==> src/rtl/univ_shift_register.sv <==
// Universal shift register: SIPO/PISO, left or right shifting, with frame tracking that
// counts BITS shifts after a parallel load and then pulses o_done for one cycle.
module univ_shift_register #(
    parameter int unsigned BITS = 8
) (
    input  logic            clk,
    input  logic            i_nrst,
    input  logic            i_sclr,
    input  logic            i_load,
    input  logic [BITS-1:0] i_data,
    input  logic            i_en,
    input  logic            i_dir,
    input  logic            i_dat,
    output logic [BITS-1:0] o_data,
    output logic            o_sdat,
    output logic            o_busy,
    output logic            o_done
);

    localparam int unsigned CntW = $clog2(BITS);
    localparam logic [CntW-1:0] CntLast = CntW'(BITS - 1);

    typedef enum logic [0:0] {StIdle, StShift} state_e;

    state_e          state_q, state_d;
    logic [CntW-1:0] count_q, count_d;
    logic [BITS-1:0] data_q, data_d;
    logic            done_q, done_d;

    always_comb begin
        state_d = state_q;
        count_d = count_q;
        data_d  = data_q;
        done_d  = 1'b0;
        if (i_sclr) begin
            state_d = StIdle;
            count_d = '0;
            data_d  = '0;
        end else if (i_load) begin
            state_d = StShift;
            count_d = '0;
            data_d  = i_data;
        end else if (i_en) begin
            data_d = i_dir ? {i_dat, data_q[BITS-1:1]} : {data_q[BITS-2:0], i_dat};
            // Only a loaded frame is counted; free-running SIPO in idle leaves count at 0.
            if (state_q == StShift) begin
                if (count_q == CntLast) begin
                    state_d = StIdle;
                    count_d = '0;
                    done_d  = 1'b1;
                end else begin
                    count_d = count_q + 1'b1;
                end
            end
        end
    end

    always_ff @(posedge clk) begin
        if (!i_nrst) begin
            state_q <= StIdle;
            count_q <= '0;
            data_q  <= '0;
            done_q  <= 1'b0;
        end else begin
            state_q <= state_d;
            count_q <= count_d;
            data_q  <= data_d;
            done_q  <= done_d;
        end
    end

    assign o_data = data_q;
    assign o_sdat = i_dir ? data_q[0] : data_q[BITS-1];
    assign o_busy = (state_q == StShift);
    assign o_done = done_q;

endmodule

==> config.mk <==
export PLATFORM = sky130hd
export DESIGN_NAME = univ_shift_register
export DESIGN_NICKNAME = d
export VERILOG_FILES = /design/src/rtl/univ_shift_register.sv
export SDC_FILE = /design/constraint.sdc
export NUM_CORES = 1
export LEC_CHECK = 0
export CAP_MARGIN = 10
export CORE_MARGIN = 2
export CORE_UTILIZATION = 45
export CTS_CLUSTER_DIAMETER = 80
export DETAILED_ROUTE_END_ITERATION = 6
export GPL_ROUTABILITY_DRIVEN = 0
export GPL_TIMING_DRIVEN = 0
export PLACE_DENSITY_LB_ADDON = 0.05
export SKIP_CTS_REPAIR_TIMING = 1
export SLEW_MARGIN = 15
export SYNTH_ARGS = -nofsm -noshare
export SYNTH_HDL_FRONTEND = slang
export SYNTH_SLANG_ARGS = --single-unit
==> constraint.sdc <==
create_clock -name clk -period 1.6 [get_ports clk]
set_input_delay 0.32 -clock clk [delete_from_list [all_inputs] [get_ports clk]]
set_output_delay 0.32 -clock clk [all_outputs]
set_load 0.005 [all_outputs]
==> impl_metrics.py, run 1 <==
metrics = {
    "route": {
        "antenna_violating_nets_post_route": 0,
        "post-route-drc-count": 0,
        "routed_wl_mm": 1.57,
        "number_of_vias_after_detailed_routing": 632,
        "vias_per_cell": 5.36,
        "drtIter0Drc": 8,
        "avgRoutedWirePerCell_um": 13.3,
        "drt_pre_antenna_iters": 4,
    },
    "timing": {
        "worst_pin_slew_ns": 0.453,
        "unrepaired_setup_endpoints_after_global_routing": "false",
        "timing.slew.headroom": 0.698,
        "clock_skew_ns": 0.00277,
        "period_minus_slack_ns": 1.52,
        "slew_violations": 0,
        "finalSetupTns_ns": 0,
        "final.period_utilization": 0.947,
        "finalHoldViolCount": 0,
        "clock.fmax_mhz": 660,
        "final-setup-viol-count": 0,
    },
    "floorplanning": {
        "floorplan.initialDensity": 0.469,
        "die-width_um": 43.1,
        "die_outline_area_sq_um": 1860,
        "pin_count": 26,
        "design.core.area_sq_um": 1470,
        "vertical_die_dimension_um": 43.1,
        "rows": 14,
    },
    "placement": {
        "port_buffers": 23,
        "place_hpwl_mm": 1.16,
    },
    "setup_path": {
        "critPathArrivalTime_ns": 1.20,
        "critical-path-max-stage-delay_ns": 0.52,
        "critPathLaunchType": "flip-flop",
        "critical_path_class": "reg -> out",
        "critPathCaptureType": "output port",
        "worst_path_top_cell_family_by_delay": "buffers and inverters",
        "critPathRequiredTime_ns": 1.28,
        "path_buf_inv": 1,
        "crit_path_max_fanout": 4,
        "crit_slowest_cell": "sky130_fd_sc_hd__clkdlybuf4s50_1",
        "worst_path_cell_chain": "clkdlybuf4s50_1",
    },
    "finish": {
        "final_net_count": 120,
        "n_antenna_cell": 0,
        "finalCoreUtilization": 0.661,
        "layout.cells.most_common": "sky130_fd_sc_hd__clkdlybuf4s50_1",
        "drive_above_1_share": 0.127,
        "layout_common_cells": "22 x sky130_fd_sc_hd__clkdlybuf4s50_1, 11 x sky130_fd_sc_hd__mux2i_1, 11 x sky130_fd_sc_hd__dfxtp_1",
        "layout-area-overhead-vs-synth_pct": 41.0,
    },
    "clock_network": {
        "clock_tree_from_tritoncts": "built",
        "cts.clk_slew.worst_paths_ns": 0.09,
        "root_driver": "sky130_fd_sc_hd__clkbuf_4",
        "numCtsBuffers": 3,
        "clock_sink_count": 13,
        "clock_insertion_delay_worst_skew_ns": 0.28,
        "clock_tree_buffer_depth": 2,
        "htree_levels": 1,
    },
    "power_and_ir_drop": {
        "peakVddDrop_mv": 0.519,
        "power_per_cell_area_nw_per_um2": 707,
        "power.net_switching_mw": 0.180,
        "internal_power_mw": 0.508,
        "p_comb_frac": 0.193,
        "p_sw_frac": 0.262,
        "power.clock.fraction": 0.308,
        "share_of_total_power_in_sequential_cells": 0.499,
        "leakage_nw": 0.435,
    },
    "synth": {
        "synth_nets": 92,
        "yosysSeqAreaShare": 0.377,
        "yosys_warnings": 0,
        "syn-cell-area_sq_um": 689,
        "synthesized_netlist_cell_count": 75,
        "synth_cell_types": 13,
        "synth-seq-cells": 13,
        "syn-mean-instance-area_sq_um": 9.19,
    },
    "outcome": {
        "status": "complete, no violations",
    },
    "global_route": {
        "grt_start_max_net_pins": 11,
        "grt_pass1_vias": 549,
        "first_pass_grt_wire_length_mm": 2.53,
        "number_of_antenna_violations_at_the_first_check_in_global_routing": 0,
        "grt_util_all_layers": 0.187,
        "globalRouteOverflowTotal": 0,
    },
    "run": {
        "max-cap-violations": 0,
    },
    "min_path": {
        "hp-class": "in -> reg",
    },
}
power groups by stage:
| stage | clock, mW | sequential (mW) | combinational, mW |
|---|---|---|---|
| finish | 0.212 | 0.343 | 0.133 |
| detailed placement | 0 | 0.350 | 0.134 |
| global route | 0.236 | 0.344 | 0.146 |
| floorplan | 0 | 0.349 | 0.0699 |
| global placement | 0 | 0.350 | 0.131 |
| CTS | 0.223 | 0.343 | 0.134 |
through the flow:
| stage | hold WS, ns | instances | power [mW] | area (sq um) | setup WS, ns |
|---|---|---|---|---|---|
| after floorplan | 0.453 | 75 | 0.419 | 689 | 0.494 |
| after CTS | 0.422 | 118 | 0.700 | 967 | -0.0570 |
| after global routing | 0.455 | 118 | 0.726 | 972 | 0.0337 |
| after detailed placement | 0.516 | 114 | 0.484 | 940 | 0.0473 |
| final | 0.419 | 118 | 0.688 | 972 | 0.0842 |
| after global placement | 0.504 | 114 | 0.482 | 940 | 0.0529 |
registers in the layout, summed over array words and instances, names as in the netlist:
| name | count |
|---|---|
| count_q | 3 |
| o_busy | 1 |
| o_data | 8 |
| o_done | 1 |
synthesized netlist by cell type:
cell | count | area, sq um
sky130_fd_sc_hd__a21oi_1 | 9 | 45.0
sky130_fd_sc_hd__a211o_1 | 8 | 70.1
sky130_fd_sc_hd__mux2_2 | 1 | 11.3
sky130_fd_sc_hd__nand2_1 | 10 | 37.5
sky130_fd_sc_hd__nor2_1 | 10 | 37.5
sky130_fd_sc_hd__clkbuf_1 | 1 | 3.75
sky130_fd_sc_hd__dfxtp_1 | 13 | 260
sky130_fd_sc_hd__nor3_1 | 3 | 15.0
sky130_fd_sc_hd__ha_1 | 2 | 25.0
sky130_fd_sc_hd__mux2i_1 | 11 | 110
sky130_fd_sc_hd__or2b_2 | 1 | 8.76
sky130_fd_sc_hd__nor4b_1 | 1 | 8.76
sky130_fd_sc_hd__buf_6 | 5 | 56.3
worst paths after layout:
check	startpoint	end	slack (ns)	cells past startpoint
worst max-delay path	o_data[2]	o_data[2]	0.08	1
worst min-delay path	i_en	o_data[0]	0.42	4
worst min register to register	count_q[2]	count_q[2]	0.54	2
worst max register to register	count_q[0]	count_q[0]	0.49	5
routing by layer:
layer | vias to the layer above | GRT usage | share of wire
met5 | - | 0 | 0
met4 | 0 | 0.0909 | 0.0064
met3 | 2 | 0.0383 | 0.044
met2 | 15 | 0.290 | 0.51
met1 | 297 | 0.244 | 0.44
li1 | 318 | - | -
cell type report:
class | count | area [sq um]
plain buffers | 6 | 60.1
flip-flops and latches | 13 | 263
well taps | 16 | 20.0
fillers | 127 | 499
clock inverters | 1 | 5.00
clock buffers | 3 | 22.5
repair buffers | 23 | 233
multi-input cells | 56 | 369
kinds of logic (layout without fill, tap and decap cells):
family	after synthesis	after routing	synth area share
DFF	13	13	0.377
muxes	12	12	0.176
buffers and inverters	6	33	0.0871
and+or+nand+nor	25	25	0.156
adders and majority gates	2	2	0.0363
AOI/OAI and AO/OA	17	17	0.167
worst register-to-register path, cell delays in order (launching register included):
cell and delay [ns]:
sky130_fd_sc_hd__dfxtp_1 0.33, sky130_fd_sc_hd__ha_1 0.19, sky130_fd_sc_hd__ha_1 0.21, sky130_fd_sc_hd__nor2_1 0.09, sky130_fd_sc_hd__mux2i_1 0.07, sky130_fd_sc_hd__nor3_1 0.14
(Power assumes the default switching activity.)
==> run 2, diff against run 1 <==
- ABC_AREA: unset -> 1
==> impl_metrics.py, run 2 <==
metrics = {
    "outcome": {
        "status": "complete, no violations",
    },
    "clock_network": {
        "root_driver": "sky130_fd_sc_hd__clkbuf_4",
        "clock_tree_buffer_depth": 2,
        "numCtsBuffers": 3,
        "cts.clk_slew.worst_paths_ns": 0.08,
        "clock_insertion_delay_worst_skew_ns": 0.28,
        "clock_tree_from_tritoncts": "built",
        "htree_levels": 1,
        "clock_sink_count": 13,
    },
    "setup_path": {
        "crit_slowest_cell": "sky130_fd_sc_hd__clkdlybuf4s50_1",
        "worst_path_cell_chain": "clkdlybuf4s50_1",
        "worst_path_top_cell_family_by_delay": "buffers and inverters",
        "path_buf_inv": 1,
        "critPathRequiredTime_ns": 1.28,
        "critPathLaunchType": "flip-flop",
        "critPathCaptureType": "output port",
        "crit_path_max_fanout": 4,
        "critPathArrivalTime_ns": 1.19,
        "critical-path-max-stage-delay_ns": 0.52,
        "critical_path_class": "reg -> out",
    },
    "power_and_ir_drop": {
        "p_sw_frac": 0.259,
        "power.net_switching_mw": 0.172,
        "power_per_cell_area_nw_per_um2": 679,
        "share_of_total_power_in_sequential_cells": 0.512,
        "internal_power_mw": 0.492,
        "p_comb_frac": 0.174,
        "power.clock.fraction": 0.314,
        "peakVddDrop_mv": 0.419,
        "leakage_nw": 0.488,
    },
    "floorplanning": {
        "vertical_die_dimension_um": 43.0,
        "die_outline_area_sq_um": 1850,
        "die-width_um": 43.0,
        "design.core.area_sq_um": 1470,
        "rows": 14,
        "floorplan.initialDensity": 0.464,
        "pin_count": 26,
    },
    "route": {
        "drtIter0Drc": 19,
        "routed_wl_mm": 1.57,
        "post-route-drc-count": 0,
        "drt_pre_antenna_iters": 4,
        "avgRoutedWirePerCell_um": 10.1,
        "vias_per_cell": 4.81,
        "antenna_violating_nets_post_route": 0,
        "number_of_vias_after_detailed_routing": 746,
    },
    "timing": {
        "final-setup-viol-count": 0,
        "period_minus_slack_ns": 1.51,
        "unrepaired_setup_endpoints_after_global_routing": "false",
        "final.period_utilization": 0.945,
        "setup_slack_ns": 0.0875,
        "hold_slack_ns": 0.473,
        "worst_pin_slew_ns": 0.372,
        "timing.slew.headroom": 0.751,
        "clock_skew_ns": 0.00556,
        "finalHoldViolCount": 0,
        "slew_violations": 0,
        "clock.fmax_mhz": 661,
    },
    "synth": {
        "synth-edff-count": 0,
        "yosysSeqAreaShare": 0.381,
        "yosys_warnings": 0,
        "synthFlopType": "sky130_fd_sc_hd__dfxtp_1",
        "yosys-top-cells-area": "sky130_fd_sc_hd__dfxtp_1 38%, sky130_fd_sc_hd__nand2_1 25%, sky130_fd_sc_hd__a21oi_1 15%",
        "synth_cell_types": 11,
        "synth_async_sr_flop_share": 0,
        "synthesized_netlist_cell_count": 111,
        "synth_commonest_cells": "46 x sky130_fd_sc_hd__nand2_1, 20 x sky130_fd_sc_hd__a21oi_1, 18 x sky130_fd_sc_hd__inv_1, 13 x sky130_fd_sc_hd__dfxtp_1",
        "synthDominantAreaCellType": "sky130_fd_sc_hd__dfxtp_1",
        "synth-seq-cells": 13,
        "synth_top_area_share": 0.381,
        "syn-cell-area_sq_um": 683,
        "syn-mean-instance-area_sq_um": 6.15,
        "synth_nets": 128,
        "library_cell_with_the_highest_instance_count_after_synthesis": "sky130_fd_sc_hd__nand2_1",
    },
    "finish": {
        "drive_above_1_share": 0.0719,
        "layout.cells.most_common": "sky130_fd_sc_hd__nand2_1",
        "finalCoreUtilization": 0.664,
        "nFillCells": 140,
        "layout_common_cells": "46 x sky130_fd_sc_hd__nand2_1, 23 x sky130_fd_sc_hd__clkdlybuf4s50_1, 20 x sky130_fd_sc_hd__a21oi_1",
        "final_net_count": 157,
        "largest_register_ffs": 8,
        "layout-area-overhead-vs-synth_pct": 43.0,
        "n_antenna_cell": 0,
    },
    "global_route": {
        "first_pass_grt_wire_length_mm": 2.60,
        "grt_util_all_layers": 0.188,
        "grt_start_max_net_pins": 11,
        "grt_pass1_vias": 648,
        "globalRouteOverflowTotal": 0,
        "number_of_antenna_violations_at_the_first_check_in_global_routing": 0,
    },
    "min_path": {
        "hp-class": "in -> reg",
    },
    "placement": {
        "port_buffers": 24,
        "place_hpwl_mm": 1.17,
        "place_worst_setup_slack_ns": 0.0341,
    },
    "run": {
        "max-cap-violations": 0,
    },
}
run 2: cells by family (layout without fill, tap and decap cells):
| group | count (synthesis) | count (layout) | synth area share |
|---|---|---|---|
| buffers and inverters | 21 | 49 | 0.119 |
| AOI/OAI and AO/OA | 21 | 21 | 0.154 |
| and+or+nand+nor | 54 | 54 | 0.310 |
| DFF | 13 | 13 | 0.381 |
| adders and majority gates | 2 | 2 | 0.0366 |
run 2: power groups by stage:
| stage | clock network, mW | logic, mW | registers (mW) |
|---|---|---|---|
| after floorplan | 0 | 0.0516 | 0.347 |
| after global placement | 0 | 0.114 | 0.347 |
| after detailed placement | 0 | 0.115 | 0.347 |
| after CTS | 0.210 | 0.116 | 0.339 |
| after global routing | 0.226 | 0.129 | 0.342 |
| final | 0.208 | 0.115 | 0.340 |
run 2: final timing paths:
kind	slack, ns	cells after the start	endpoint	from
hold reg to reg	0.48	2	count_q[1]	count_q[1]
hold / removal	0.47	5	o_data[6]	i_dir
setup reg to reg	0.53	5	count_q[0]	count_q[0]
setup / recovery	0.09	1	o_data[4]	o_data[4]
run 2: per-stage QoR:
stage          power, mW   TNS [ns]  instance area [sq um]  cells
3_5_place_dp       0.462          0                    943    151
4_1_cts            0.665  -0.000712                    970    155
5_1_grt            0.697          0                    977    155
6_report           0.663          0                    977    155
3_3_place_gp       0.461          0                    943    151
2_1_floorplan      0.399          0                    683    111
run 2: cell type report:
class,count,area [sq um],area share
tap,16,20.0,0.0205
buffer,2,10.0,0.0102
timing repair buffer,24,243,0.248
multi-input combinational,77,342,0.350
inverter,19,73.8,0.0755
clock buffer,4,26.3,0.0269
sequential,13,263,0.269
run 2: metal layers:
metal | part of all wire | vias to the layer above | wire, um | GRT usage
met4 | 0.025 | 0 | 39 | 0.115
met5 | 0 | - | 0 | 0
met2 | 0.50 | 18 | 786 | 0.333
met3 | 0.060 | 5 | 94 | 0.0255
li1 | - | 397 | - | -
met1 | 0.41 | 326 | 651 | 0.208
==> run 3, diff against run 2 <==
- CORE_UTILIZATION: 45 -> 42
- clock period: 1.6 -> 1.5 ns (I/O delays scaled with it)
==> impl_metrics.py, run 3 (synthesis results as in run 2) <==
metrics = {
    "floorplanning": {
        "pin_count": 26,
        "rows": 14,
        "die-width_um": 44.3,
        "floorplan.initialDensity": 0.448,
        "vertical_die_dimension_um": 44.3,
        "die_outline_area_sq_um": 1970,
        "design.core.area_sq_um": 1520,
    },
    "outcome": {
        "status": "complete, no violations",
    },
    "global_route": {
        "grt_start_max_net_pins": 11,
        "globalRouteOverflowTotal": 0,
        "first_pass_grt_wire_length_mm": 2.54,
        "number_of_antenna_violations_at_the_first_check_in_global_routing": 0,
        "grt_pass1_vias": 631,
        "grt_util_all_layers": 0.175,
    },
    "power_and_ir_drop": {
        "peakVddDrop_mv": 0.530,
        "leakage_nw": 0.495,
        "power_per_cell_area_nw_per_um2": 721,
    },
    "finish": {
        "layout-area-overhead-vs-synth_pct": 44.9,
        "layout.cells.most_common": "sky130_fd_sc_hd__nand2_1",
        "n_antenna_cell": 0,
        "nFillCells": 147,
        "final_std_cell_area_no_fill_sq_um": 990,
        "final_net_count": 158,
        "layoutNonFillerInstCount": 156,
        "finalCoreUtilization": 0.649,
        "largest_register_ffs": 8,
        "drive_above_1_share": 0.121,
        "layout_common_cells": "46 x sky130_fd_sc_hd__nand2_1, 23 x sky130_fd_sc_hd__clkdlybuf4s50_1, 20 x sky130_fd_sc_hd__a21oi_1",
    },
    "route": {
        "post-route-drc-count": 0,
        "number_of_vias_after_detailed_routing": 740,
        "routed_wl_mm": 1.59,
        "avgRoutedWirePerCell_um": 10.2,
        "antenna_violating_nets_post_route": 0,
        "drt_pre_antenna_iters": 4,
        "vias_per_cell": 4.74,
        "drtIter0Drc": 17,
    },
    "timing": {
        "slew_violations": 0,
        "worst_pin_slew_ns": 0.381,
        "final.period_utilization": 0.966,
        "clock_skew_ns": 0.00167,
        "clock.fmax_mhz": 690,
        "period_minus_slack_ns": 1.45,
        "finalHoldViolCount": 0,
        "unrepaired_setup_endpoints_after_global_routing": "false",
        "setup_slack_ns": 0.0511,
        "final-setup-viol-count": 0,
        "timing.slew.headroom": 0.746,
    },
    "placement": {
        "placement.cell_area_sq_um": 943,
        "place_worst_setup_slack_ns": -0.0494,
        "place_hpwl_mm": 1.11,
        "port_buffers": 24,
        "placed_cells": 151,
    },
    "setup_path": {
        "critPathRequiredTime_ns": 1.20,
        "worst_path_cell_chain": "clkdlybuf4s50_1",
        "crit_slowest_cell": "sky130_fd_sc_hd__clkdlybuf4s50_1",
        "critical_path_class": "reg -> out",
        "worst-r2r-setup-slack_ns": 0.41,
        "critical-path-max-stage-delay_ns": 0.51,
        "critPathCaptureType": "output port",
        "critPathLaunchType": "flip-flop",
        "critPathArrivalTime_ns": 1.15,
        "crit_path_max_fanout": 4,
        "worst_path_top_cell_family_by_delay": "buffers and inverters",
        "path_buf_inv": 1,
    },
    "clock_network": {
        "cts.clk_slew.worst_paths_ns": 0.08,
        "root_driver": "sky130_fd_sc_hd__clkbuf_4",
        "clock_tree_from_tritoncts": "built",
        "clock_insertion_delay_worst_skew_ns": 0.28,
        "htree_levels": 1,
        "clock_tree_buffer_depth": 2,
        "clock_sink_count": 13,
        "numCtsBuffers": 3,
    },
    "min_path": {
        "hp-class": "in -> reg",
    },
    "run": {
        "max-cap-violations": 0,
    },
}
-- run 3: area by class of cell --
class                      instances  area, sq um  area share
sequential                        13          270       0.273
multi-input combinational         77          342       0.345
buffer                             2         10.0      0.0101
tap                               16         20.0      0.0202
clock buffer                       4         26.3      0.0265
inverter                          19         71.3      0.0721
timing repair buffer              25          250       0.253
-- run 3: worst paths after layout --
| check | from | to | cells after the start |
|---|---|---|---|
| max | o_data[1] | o_data[1] | 1 |
| min | i_dir | o_data[2] | 5 |
| max reg2reg | count_q[0] | count_q[0] | 5 |
| min reg2reg | count_q[2] | count_q[2] | 2 |
-- run 3: layer usage --
metal  track usage  part of all wire  wire, um
met5             0                 0         0
met4        0.0182                 0         0
met3        0.0776             0.068       107
met2         0.276              0.43       688
met1         0.229              0.50       789
-- run 3: stage by stage --
step           setup TNS [ns]  power [mW]  hold slack, ns
2_1_floorplan               0       0.425           0.449
3_3_place_gp          -0.0695       0.492           0.458
3_5_place_dp           -0.146       0.493           0.473
4_1_cts               -0.0919       0.719           0.441
5_1_grt                     0       0.755           0.448
6_report                    0       0.714           0.446
-- run 3: where the power goes --
part / internal, mW / switching [mW] / total (mW)
Sequential: 0.355 / 0.00839 / 0.364
Combinational: 0.0674 / 0.0569 / 0.124
Clock: 0.103 / 0.122 / 0.225
Total: 0.526 / 0.187 / 0.714
-- run 3: tightest hold or removal path: cells and delay by family --
kind	cells	cell delay [ns]
AND/OR/NAND/NOR	3	0.17
AO/OA/AOI/OAI	1	0.05
buffers and inverters	1	0.16
